**src/rtl/interrupt_controller.sv**
```systemverilog
// rtl/interrupt_controller.sv - four-line edge-triggered interrupt controller with priority, mask and ack/eoi handshake
// Optional build macro INTC_SYNC_EN adds a two-flop synchroniser on every irq line.
module interrupt_controller #(
    parameter logic [31:0] VEC_BASE  = 32'h0000_0100,
    parameter int          VEC_SHIFT = 4
) (
    input  logic        clk,
    input  logic        rst,
    input  logic [3:0]  irq,
    input  logic        mask_wr,
    input  logic [3:0]  mask_din,
    input  logic        ack,
    input  logic        eoi,
    output logic        INT,
    output logic [31:0] vector,
    output logic [1:0]  active_id,
    output logic [3:0]  pending,
    output logic        in_service
);

    typedef enum logic [1:0] {IDLE, ASSERT, SERVICE} state_t;

    state_t     state, state_n;
    logic [3:0] irq_s;
    logic [3:0] irq_prev;
    logic [3:0] rise;
    logic [3:0] mask;
    logic [3:0] eligible;
    logic [3:0] clr;
    logic [1:0] sel;
    logic       latch_id;

`ifdef INTC_SYNC_EN
    logic [3:0] sync1, sync2;

    always_ff @(posedge clk or negedge rst) begin
        if (!rst) begin
            sync1 <= 4'b0000;
            sync2 <= 4'b0000;
        end else begin
            sync1 <= irq;
            sync2 <= sync1;
        end
    end

    assign irq_s = sync2;
`else
    assign irq_s = irq;
`endif

    // previous sample resets to 0 so a line held high through reset release counts as an edge
    always_ff @(posedge clk or negedge rst) begin
        if (!rst) irq_prev <= 4'b0000;
        else      irq_prev <= irq_s;
    end

    assign rise     = irq_s & ~irq_prev;
    assign eligible = pending & ~mask;

    always_comb begin
        sel = 2'd0;
        for (int i = 3; i >= 0; i--) begin
            if (eligible[i]) sel = 2'(i);
        end
    end

    // ack is checked before the mask write so an acknowledge always wins over a same-cycle mask
    always_comb begin
        state_n  = state;
        clr      = 4'b0000;
        latch_id = 1'b0;
        case (state)
            IDLE: begin
                if (|eligible) begin
                    state_n  = ASSERT;
                    latch_id = 1'b1;
                end
            end
            ASSERT: begin
                if (ack) begin
                    state_n        = SERVICE;
                    clr[active_id] = 1'b1;
                end else if (mask_wr && mask_din[active_id]) begin
                    state_n = IDLE;
                end
            end
            SERVICE: begin
                if (eoi) state_n = IDLE;
            end
            default: state_n = IDLE;
        endcase
    end

    always_ff @(posedge clk or negedge rst) begin
        if (!rst) begin
            state     <= IDLE;
            active_id <= 2'd0;
            pending   <= 4'b0000;
            mask      <= 4'b1111;
        end else begin
            state <= state_n;
            if (latch_id) active_id <= sel;
            pending <= (pending & ~clr) | rise;
            if (mask_wr) mask <= mask_din;
        end
    end

    assign INT        = (state == ASSERT);
    assign in_service = (state == SERVICE);
    assign vector     = VEC_BASE + ({30'd0, active_id} << VEC_SHIFT);

endmodule

```
**config.mk**
```make
export PLATFORM = sky130hd
export DESIGN_NAME = interrupt_controller
export DESIGN_NICKNAME = d
export VERILOG_FILES = /design/src/rtl/interrupt_controller.sv
export SDC_FILE = /design/constraint.sdc
export NUM_CORES = 1
export LEC_CHECK = 0
export ABC_AREA = 0
export CAP_MARGIN = 5
export CORE_MARGIN = 10
export CORE_UTILIZATION = 30
export DETAILED_ROUTE_END_ITERATION = 16
export PLACE_DENSITY = 0.76
export SYNTH_ARGS = -nofsm -noshare
export SYNTH_HDL_FRONTEND = slang
export SYNTH_SLANG_ARGS = --single-unit
export TNS_END_PERCENT = 1
```
**constraint.sdc**
```tcl
create_clock -name clk -period 1.5 [get_ports clk]
set_clock_uncertainty 0.1 [all_clocks]
set_input_delay 0.3 -clock clk [delete_from_list [all_inputs] [get_ports clk]]
set_output_delay 0.3 -clock clk [all_outputs]
set_load 0.05 [all_outputs]
```
Word-level counts from Yosys, hierarchy flattened
Cells that the tools add are included.
{"block": "classes", "add_sub_neg": 1, "n_mul": 0, "div": 0, "magnitude_cmp": 2, "eq_ne": 5, "shift": 0, "n_mux": 17, "bitwise": 7, "n_reduce_logical": 5}
{"op": "2-bit 2-to-1 mux", "count": 8}
{"op": "4-bit AND", "count": 3}
{"op": "4-bit inverter", "count": 3}
{"op": "9-bit by 6-bit adder with 10-bit output (first input constant)", "count": 1}
{"op": "4-bit 2-to-1 mux", "count": 2}
{"op": "2-bit case mux with 3 select lines", "count": 1}
{"op": "1-bit 2-to-1 mux", "count": 4}
{"op": "2-bit inequality test (second input constant)", "count": 2}
{"op": "4-bit OR", "count": 1}
{"op": "4-bit OR reduction", "count": 1}
{"op": "2-bit by 3-bit less-than comparator with 1-bit output (second input constant)", "count": 1}
{"op": "3-bit by 2-bit inequality test with 1-bit output (second input constant)", "count": 1}
{"op": "3-bit AND reduction", "count": 1}
{"op": "1-bit binary-select mux with 2-bit select", "count": 1}
{"op": "1-bit demux with 2-bit select", "count": 1}
{"op": "2-bit by 1-bit == test with 1-bit output (second input constant)", "count": 1}
{"op": "2-bit == test (second input constant)", "count": 1}
{"op": "2-bit by 1-bit >= comparator with 1-bit output (second input constant)", "count": 1}
{"op": "1-bit logical AND", "count": 2}
{"op": "2-bit logical NOT", "count": 1}
{"block": "totals", "reg_bits": 16, "latchBits": 0, "ramBits": 0, "romBits": 0, "inputBits": 13, "output_inout_bits": 40, "elab_cells": 42, "memories": 0}

Longest topological paths before layout
Gate-level depths: netlist of the first run.
{"block": "depth", "word_depth": 9, "ltp_mapped": 5, "depth_no_buf": 4}

Least setup slack after synthesis of the first run
No wires, ideal clock.
{"block": "synth_path", "path_type": "register -> register", "start": "register state[0]", "end": "register pending[0]", "setup_ns": 0.133, "t_arrival_ns": 1.623, "setup_slack_ns": -0.357, "stages_incl_launch_ff": 5, "path_buffers": 0, "cell_sequence": "dfrtp_1 -> nor2b_1 -> nand2_1 -> o31ai_1 -> o21ai_0"}
{"block": "synth_via", "elab_chain_len": 5}
{"element": "start, declared", "line_no": "23", "source": "state_t state, state_n;"}
{"element": "start signal, assigned", "line_no": "101", "source": "state <= state_n;"}
{"element": "2-bit by 1-bit == test with 1-bit output"}
{"element": "via INT", "line_no": "14", "source": "output logic INT,"}
{"element": "4-bit 2-to-1 mux", "line_no": "72", "source": "case (state)"}
{"element": "4-bit inverter", "line_no": "103", "source": "pending <= (pending & ~clr) | rise;"}
{"element": "4-bit AND", "line_no": "103"}
{"element": "4-bit OR", "line_no": "103"}
{"element": "end signal, assigned", "line_no": "103"}
{"element": "end, declared", "line_no": "17", "source": "output logic [3:0] pending,"}
The timed path passes the listed nets, and every way through them passes these cells.
A chain may end at the register's enable or synchronous reset.

Worst setup path in the final report of the first run
{"block": "layout_path", "start": "register mask[2]", "end": "register active_id[0]"}
{"block": "layout_via", "elab_chain_len": 5, "elab_cells_between_ends": 8, "cone_classes": "mux (5); bitwise (2); reduce/logical (1)"}
{"element": "start, declared", "line_no": "27", "source": "logic [3:0] mask;"}
{"element": "start signal, assigned", "line_no": "104", "source": "if (mask_wr) mask <= mask_din;"}
{"element": "4-bit inverter (*)", "line_no": "58", "source": "assign eligible = pending & ~mask;"}
{"element": "4-bit AND (*)", "line_no": "58"}
{"element": "4-bit OR reduction or 2-bit 2-to-1 mux (tied branches)", "line_no": "74, 63"}
{"element": "1-bit 2-to-1 mux or 2-bit 2-to-1 mux (tied branches)", "line_no": "74, 63"}
{"element": "1-bit 2-to-1 mux or 2-bit 2-to-1 mux (tied branches)", "line_no": "72, 63"}
{"element": "end signal, assigned", "line_no": "102", "source": "if (latch_id) active_id <= sel;"}
{"element": "end, declared", "line_no": "16", "source": "output logic [1:0] active_id,"}
Mark *: on every way between the ends. The rest lies on a longest branch, timed or not.

==> results of run 1 <==
-- flip-flops by register name, indices dropped and copies added (netlist names) --
name,count
active_id,2
irq_prev,4
mask,4
pending,4
state,2
-- Yosys cell counts (2+ instances only) --
cell / instances / area share [%]
sky130_fd_sc_hd__inv_1: 7 / 2.7
sky130_fd_sc_hd__nor2b_4: 2 / 2.9
sky130_fd_sc_hd__nand2_1: 5 / 2.0
sky130_fd_sc_hd__nor2b_1: 2 / 1.3
sky130_fd_sc_hd__mux2_2: 4 / 4.7
sky130_fd_sc_hd__dfrtp_1: 12 / 31
sky130_fd_sc_hd__o31ai_1: 2 / 1.6
sky130_fd_sc_hd__nand3_1: 3 / 1.6
sky130_fd_sc_hd__buf_4: 32 / 25
sky130_fd_sc_hd__o21ai_0: 5 / 2.6
sky130_fd_sc_hd__conb_1: 2 / 0.78
sky130_fd_sc_hd__dfstp_2: 4 / 11
-- per-stage QoR --
step	util, %	instances	cell area (um^2)
finish	42.7	166	1300
global route	42.7	166	1300
CTS	42.3	166	1290
detailed placement	40.9	162	1250
global placement	40.9	162	1250
floorplan	-	123	1070
-- final timing paths --
check                           cells past startpoint            to  slack [ps]         from
worst max-delay path                                3  active_id[0]          10      mask[2]
worst min-delay path                                2   irq_prev[0]         240          rst
worst max register to register                      3  active_id[0]          10      mask[2]
max in group asynchronous                           2       mask[0]         810          rst
worst min register to register                      1    pending[2]         320  irq_prev[2]
min in group clk                                    1    pending[2]         320  irq_prev[2]
-- final cells by class --
type / instances / area (um^2) / share of cell area (%)
sequential: 16 / 414 / 31.8
multi-input combinational: 67 / 402 / 30.8
timing repair buffer: 28 / 369 / 28.3
tap: 44 / 55.1 / 4.23
clock buffer: 4 / 36.3 / 2.79
inverter: 7 / 26.3 / 2.02
-- routing by layer --
metal,global-route usage [%],wire [um]
met5,0,0
met4,3.72,68
met3,3.66,250
met2,12.1,1100
met1,7.49,794
-- power groups by stage --
stage,combinational [W],clock [W],sequential (W)
2_1_floorplan,0.000800,0,0.000912
3_3_place_gp,0.00169,0,0.000693
3_5_place_dp,0.00172,0,0.000706
4_1_cts,0.00174,0.000292,0.000707
5_1_grt,0.00182,0.000312,0.000736
6_report,0.00175,0.000283,0.000717
-- worst register-to-register path, stage by stage (launching register included) --
cell,delay (ps)
sky130_fd_sc_hd__dfstp_2,380
sky130_fd_sc_hd__or2b_1,260
sky130_fd_sc_hd__a311o_2,350
sky130_fd_sc_hd__mux2_4,300
-- logic make-up (layout without fill, tap and decap cells) --
group	count (synthesis)	after routing	synth area share, %
buffers and inverters	40	39	28.2
AND/OR/NAND/NOR	18	18	11.9
other	2	30	0.785
AO/OA/AOI/OAI	13	13	9.28
multiplexers	6	6	7.45
flip-flops	16	16	42.4
-- what timing repair did --
action / 4_1_cts / 5_1_grt
endpoints found under the setup margin: 3 / 5
gates resized for setup: 3 / 3
pin swaps: 1 / 0
==> impl_metrics.prom, run 1 <==
# TYPE chip_impl_metric gauge
chip_impl_metric{name="detailedPlacementHpwl",unit="um"} 1910
chip_impl_info{name="cts_root_buf",value="sky130_fd_sc_hd__clkbuf_4"} 1
chip_impl_metric{name="antenna_found_initial",unit=""} 0
chip_impl_metric{name="die_outline_area",unit="mm^2"} 0.00585
chip_impl_metric{name="cp.required",unit="ps"} 1580
chip_impl_metric{name="synth_area",unit="um^2"} 957
chip_impl_metric{name="first_pass_iters",unit=""} 4
chip_impl_info{name="critical_path.slowest_cell",value="sky130_fd_sc_hd__dfstp_2"} 1
chip_impl_metric{name="io_pins",unit=""} 53
chip_impl_metric{name="cts-root-to-sink-buffers",unit=""} 2
chip_impl_info{name="critPathCaptureType",value="register"} 1
chip_impl_info{name="dominantRegCellSynth",value="sky130_fd_sc_hd__dfrtp_1"} 1
chip_impl_metric{name="grt_usage",unit="%"} 7.32
chip_impl_metric{name="die_h",unit="um"} 76.5
chip_impl_metric{name="drt_first_iter_violations",unit=""} 45
chip_impl_metric{name="post-place-ws",unit="ps"} -52.4
chip_impl_metric{name="buffers_added_on_ports",unit=""} 22
chip_impl_metric{name="route.final.wire_length",unit="um"} 2210
chip_impl_metric{name="area_delta_synth_final",unit="%"} 36.1
chip_impl_metric{name="fmaxAchievable",unit="MHz"} 671
chip_impl_metric{name="grt_pass1_wl",unit="um"} 3540
chip_impl_metric{name="power_frac_comb",unit="%"} 63.6
chip_impl_metric{name="synthesis.area_per_instance",unit="um^2"} 10.1
chip_impl_metric{name="post_synth_edffs",unit=""} 0
chip_impl_metric{name="floorplan.rows",unit=""} 20
chip_impl_metric{name="clock_insertion_delay_worst_skew",unit="ps"} 280
chip_impl_metric{name="finalWorstPathRequiredPeriod",unit="ps"} 1490
chip_impl_metric{name="remaining_drc_errors",unit=""} 0
chip_impl_metric{name="synth_async_sr_flop_share",unit="%"} 100
chip_impl_metric{name="timing.critical_path.slowest_cell_delay",unit="ps"} 380
chip_impl_metric{name="data_arrival_time_at_the_worst_slack_endpoint",unit="ps"} 1570
chip_impl_metric{name="hold_buffers",unit=""} 0
chip_impl_metric{name="postSynthRegisterBits",unit=""} 16
chip_impl_metric{name="timing.final.crit_share",unit="%"} 99.3
chip_impl_metric{name="syn_inst",unit=""} 95
chip_impl_metric{name="synth_cell_types",unit=""} 27
chip_impl_info{name="critical_path_cell_sequence",value="or2b_1, a311o_2, mux2_4"} 1
chip_impl_metric{name="critPathMaxFanout",unit=""} 3
chip_impl_info{name="setup_repair_after_global_routing_missed_its_margin",value="yes"} 1
chip_impl_metric{name="slew_viol_final",unit=""} 0
chip_impl_metric{name="drive_above_1_share",unit="%"} 35.2
chip_impl_metric{name="switching_power",unit="W"} 0.00123
chip_impl_metric{name="cts_made_buffers",unit=""} 3
chip_impl_metric{name="final_net_count",unit=""} 136
chip_impl_info{name="path_delay_family",value="flip-flops"} 1
chip_impl_metric{name="num_antenna_cells",unit=""} 0
chip_impl_metric{name="detail_route.vias_per_cell",unit=""} 3.89
chip_impl_metric{name="report.power.total",unit="W"} 0.00275
chip_impl_metric{name="max_cap_violations",unit=""} 0
chip_impl_metric{name="setup-violations-final",unit=""} 0
chip_impl_info{name="tritoncts",value="yes"} 1
chip_impl_info{name="run_status",value="finished clean"} 1
chip_impl_metric{name="final_hold_viol_count",unit=""} 0
chip_impl_metric{name="clock-sinks",unit=""} 16
chip_impl_metric{name="initial_utilization",unit="%"} 31.4
chip_impl_metric{name="grt_max_degree",unit=""} 17
chip_impl_info{name="criticalPathCategory",value="reg -> reg"} 1
chip_impl_metric{name="cts-htree-levels",unit=""} 1
chip_impl_metric{name="vias_in_the_first_global_route",unit=""} 715
chip_impl_metric{name="p_int",unit="W"} 0.00152
chip_impl_metric{name="nFillCells",unit=""} 317
chip_impl_metric{name="finalSetupTns",unit="ps"} 0
chip_impl_metric{name="clock_power_share",unit="%"} 10.3
chip_impl_metric{name="leakage",unit="nW"} 0.630
chip_impl_metric{name="power_density",unit="mW/mm^2"} 2110
chip_impl_metric{name="total_congestion_overflow_after_global_routing",unit=""} 0
chip_impl_metric{name="power.ir.vdd_worst",unit="uV"} 660
chip_impl_metric{name="die_width",unit="um"} 76.5
chip_impl_metric{name="power.sequential.fraction",unit="%"} 26.1
chip_impl_metric{name="critPathBufInv",unit=""} 0
chip_impl_metric{name="synth-seq-area-share",unit="%"} 42.4
chip_impl_metric{name="timing.final.ws_setup",unit="ps"} 10.8
chip_impl_metric{name="clk_pin_slew_worst_paths",unit="ps"} 90
chip_impl_metric{name="cts_post_setup_buffers_inserted",unit=""} 0
chip_impl_metric{name="sw_frac_of_total",unit="%"} 44.7
chip_impl_metric{name="synth.yosys.warnings",unit=""} 0
chip_impl_info{name="worstSetupStartpointType",value="register"} 1
chip_impl_info{name="final_common_cell",value="sky130_fd_sc_hd__conb_1"} 1
chip_impl_metric{name="place_congestion",unit=""} 0.874
chip_impl_metric{name="core_region_area",unit="mm^2"} 0.00305
chip_impl_metric{name="route.antenna.remaining_nets",unit=""} 0
chip_impl_metric{name="timing.hold.ws",unit="ps"} 236
chip_impl_metric{name="wl_per_cell",unit="um"} 13.3
chip_impl_metric{name="route.vias.total",unit=""} 646
chip_impl_info{name="holdCritPathClass",value="in -> async"} 1
chip_impl_info{name="most-common-layout-cells",value="30 x sky130_fd_sc_hd__conb_1, 12 x sky130_fd_sc_hd__clkdlybuf4s50_1, 10 x sky130_fd_sc_hd__buf_12"} 1
Power figures use the tool's default switching activity.
==> inputs of run 2 (changes only) <==
- PLACE_DENSITY: 0.76 -> 0.66
==> impl_metrics.prom, run 2 (synthesis gave the netlist of run 1 again) <==
# TYPE chip_impl_metric gauge
chip_impl_info{name="run_status",value="finished with violations"} 1
chip_impl_info{name="violations",value="setup timing"} 1
chip_impl_info{name="most-common-layout-cells",value="30 x sky130_fd_sc_hd__conb_1, 12 x sky130_fd_sc_hd__clkdlybuf4s50_1, 10 x sky130_fd_sc_hd__buf_12, 10 x sky130_fd_sc_hd__buf_4, 8 x sky130_fd_sc_hd__dfrtp_2"} 1
chip_impl_metric{name="seqCellArea",unit="um^2"} 415
chip_impl_metric{name="timing.final.ws_setup",unit="ps"} -22.2
chip_impl_metric{name="power_density",unit="mW/mm^2"} 2110
chip_impl_metric{name="critPathMaxFanout",unit=""} 2
chip_impl_metric{name="grt_usage",unit="%"} 6.86
chip_impl_metric{name="route.vias.total",unit=""} 664
chip_impl_metric{name="place_congestion",unit=""} 0.817
chip_impl_metric{name="detail_route.vias_per_cell",unit=""} 3.88
chip_impl_metric{name="drt_first_iter_violations",unit=""} 17
chip_impl_info{name="setup_repair_after_global_routing_missed_its_margin",value="yes"} 1
chip_impl_metric{name="met1_usage",unit="%"} 7.49
chip_impl_metric{name="drive_above_1_share",unit="%"} 37.8
chip_impl_info{name="worst_r2r_endpoint",value="active_id[0]"} 1
chip_impl_metric{name="first_pass_iters",unit=""} 4
chip_impl_metric{name="slew_viol_final",unit=""} 0
chip_impl_metric{name="critPathBufInv",unit=""} 0
chip_impl_metric{name="floorplan.rows",unit=""} 20
chip_impl_metric{name="globalRouteMet2Util",unit="%"} 9.95
chip_impl_metric{name="multi_input_area",unit="um^2"} 402
chip_impl_metric{name="final_hold_viol_count",unit=""} 0
chip_impl_metric{name="cts-htree-levels",unit=""} 1
chip_impl_info{name="final_common_cell",value="sky130_fd_sc_hd__conb_1"} 1
chip_impl_metric{name="timing.critical_path.slowest_cell_delay",unit="ps"} 420
chip_impl_info{name="critPathCaptureType",value="register"} 1
chip_impl_info{name="globalRoute.busiestLayer",value="met2"} 1
chip_impl_info{name="critical_path_cell_sequence",value="nor2b_4, nor2_2, a311o_2, mux2_4"} 1
chip_impl_info{name="tritoncts",value="yes"} 1
chip_impl_metric{name="antenna_found_initial",unit=""} 0
chip_impl_metric{name="cts_made_buffers",unit=""} 3
chip_impl_metric{name="cp.required",unit="ps"} 1570
chip_impl_metric{name="buffers_added_on_ports",unit=""} 22
chip_impl_metric{name="route.final.wire_length",unit="um"} 2170
chip_impl_metric{name="grtUsageMet3",unit="%"} 5.07
chip_impl_metric{name="core_region_area",unit="mm^2"} 0.00305
chip_impl_metric{name="clk_pin_slew_worst_paths",unit="ps"} 90
chip_impl_metric{name="hold_buffers",unit=""} 0
chip_impl_metric{name="grt_pass1_wl",unit="um"} 3460
chip_impl_info{name="path_delay_family",value="compound AO/OA/AOI/OAI gates"} 1
chip_impl_info{name="crit-reg2reg-launch",value="pending[1]"} 1
chip_impl_metric{name="total_congestion_overflow_after_global_routing",unit=""} 0
chip_impl_metric{name="die_outline_area",unit="mm^2"} 0.00585
chip_impl_metric{name="finalWorstPathRequiredPeriod",unit="ps"} 1520
chip_impl_metric{name="rrSetupSlack",unit="ps"} -20
chip_impl_metric{name="wl_per_cell",unit="um"} 12.7
chip_impl_info{name="criticalPathCategory",value="reg -> reg"} 1
chip_impl_metric{name="finalInstanceArea",unit="mm^2"} 0.00133
chip_impl_metric{name="grt_max_degree",unit=""} 17
chip_impl_metric{name="die_h",unit="um"} 76.5
chip_impl_metric{name="timing.hold.ws",unit="ps"} 227
chip_impl_metric{name="detailedPlacementHpwl",unit="um"} 1840
chip_impl_metric{name="fmaxAchievable",unit="MHz"} 657
chip_impl_metric{name="io_pins",unit=""} 53
chip_impl_metric{name="finalSetupTns",unit="ps"} -22.2
chip_impl_metric{name="timing.final.crit_share",unit="%"} 101
chip_impl_metric{name="area_delta_synth_final",unit="%"} 39.1
chip_impl_info{name="largest_registers",value="irq_prev (4), mask (4), pending (4)"} 1
chip_impl_metric{name="remaining_drc_errors",unit=""} 0
chip_impl_metric{name="cts-root-to-sink-buffers",unit=""} 2
chip_impl_metric{name="vias_in_the_first_global_route",unit=""} 745
chip_impl_metric{name="data_arrival_time_at_the_worst_slack_endpoint",unit="ps"} 1590
chip_impl_metric{name="route.antenna.remaining_nets",unit=""} 0
chip_impl_metric{name="clock_insertion_delay_worst_skew",unit="ps"} 280
chip_impl_metric{name="initial_utilization",unit="%"} 31.4
chip_impl_info{name="worstSetupStartpointType",value="register"} 1
chip_impl_metric{name="power.ir.vdd_worst",unit="uV"} 1070
chip_impl_metric{name="r2r_cells",unit=""} 4
chip_impl_info{name="critical_path.slowest_cell",value="sky130_fd_sc_hd__a311o_2"} 1
chip_impl_metric{name="setup-violations-final",unit=""} 1
chip_impl_metric{name="max_cap_violations",unit=""} 0
chip_impl_metric{name="leakage",unit="nW"} 0.647
chip_impl_info{name="cts_root_buf",value="sky130_fd_sc_hd__clkbuf_4"} 1
chip_impl_metric{name="clock-sinks",unit=""} 16
chip_impl_metric{name="die_width",unit="um"} 76.5
chip_impl_metric{name="dpl_cell_area",unit="mm^2"} 0.00126
chip_impl_metric{name="num_antenna_cells",unit=""} 0
chip_impl_info{name="holdCritPathClass",value="in -> async"} 1
chip_impl_metric{name="nFillCells",unit=""} 307
chip_impl_metric{name="final_net_count",unit=""} 141
## run 2: timing repair
| item | CTS | global route |
|---|---|---|
| resized for setup | 4 | 3 |
| pin swaps | 0 | 0 |
| endpoints found under the setup margin | 3 | 5 |
| cloned | 0 | 0 |
| setup buffers | 0 | 3 |
| endpoints found under the hold margin | 0 | 0 |
## run 2: metrics by stage
stage,power [W],setup slack (ps),util [%],instances
2_1_floorplan,0.00171,-160,-,123
3_3_place_gp,0.00243,13.9,41.4,164
3_5_place_dp,0.00246,-6.54,41.4,164
4_1_cts,0.00273,-38.5,42.5,168
5_1_grt,0.00294,-35.4,43.6,171
6_report,0.00280,-22.2,43.6,171
## run 2: area by class of cell
cell class / instances / area share [%]
Sequential cell: 16 / 31.2
Timing Repair Buffer: 33 / 30.5
Multi-Input combinational cell: 67 / 30.2
Tap cell: 44 / 4.14
Clock buffer: 4 / 1.97
Inverter: 7 / 1.97
## run 2: worst max-delay path by stage
stage                            from            to  cells after the start
after floorplan            pending[1]  active_id[0]                      4
after global routing       pending[1]  active_id[0]                      4
after detailed placement  mask_din[3]      state[0]                      5
after CTS                    state[1]    in_service                      2
final                      pending[1]  active_id[0]                      4
after global placement            ack    pending[1]                      5
## run 2: power by group
group          switching (W)  leakage [nW]  total [W]  internal, W
registers           0.000157         0.169   0.000727     0.000570
logic               0.000960         0.463    0.00185     0.000885
clock network       0.000127        0.0150   0.000230     0.000103
total                0.00124         0.647    0.00280      0.00156
## run 2: routing by layer
layer / vias to the layer above / wire (um)
met5: - / 0
met4: 0 / 0
met3: 0 / 383
met2: 47 / 940
met1: 305 / 847
li1: 312 / -
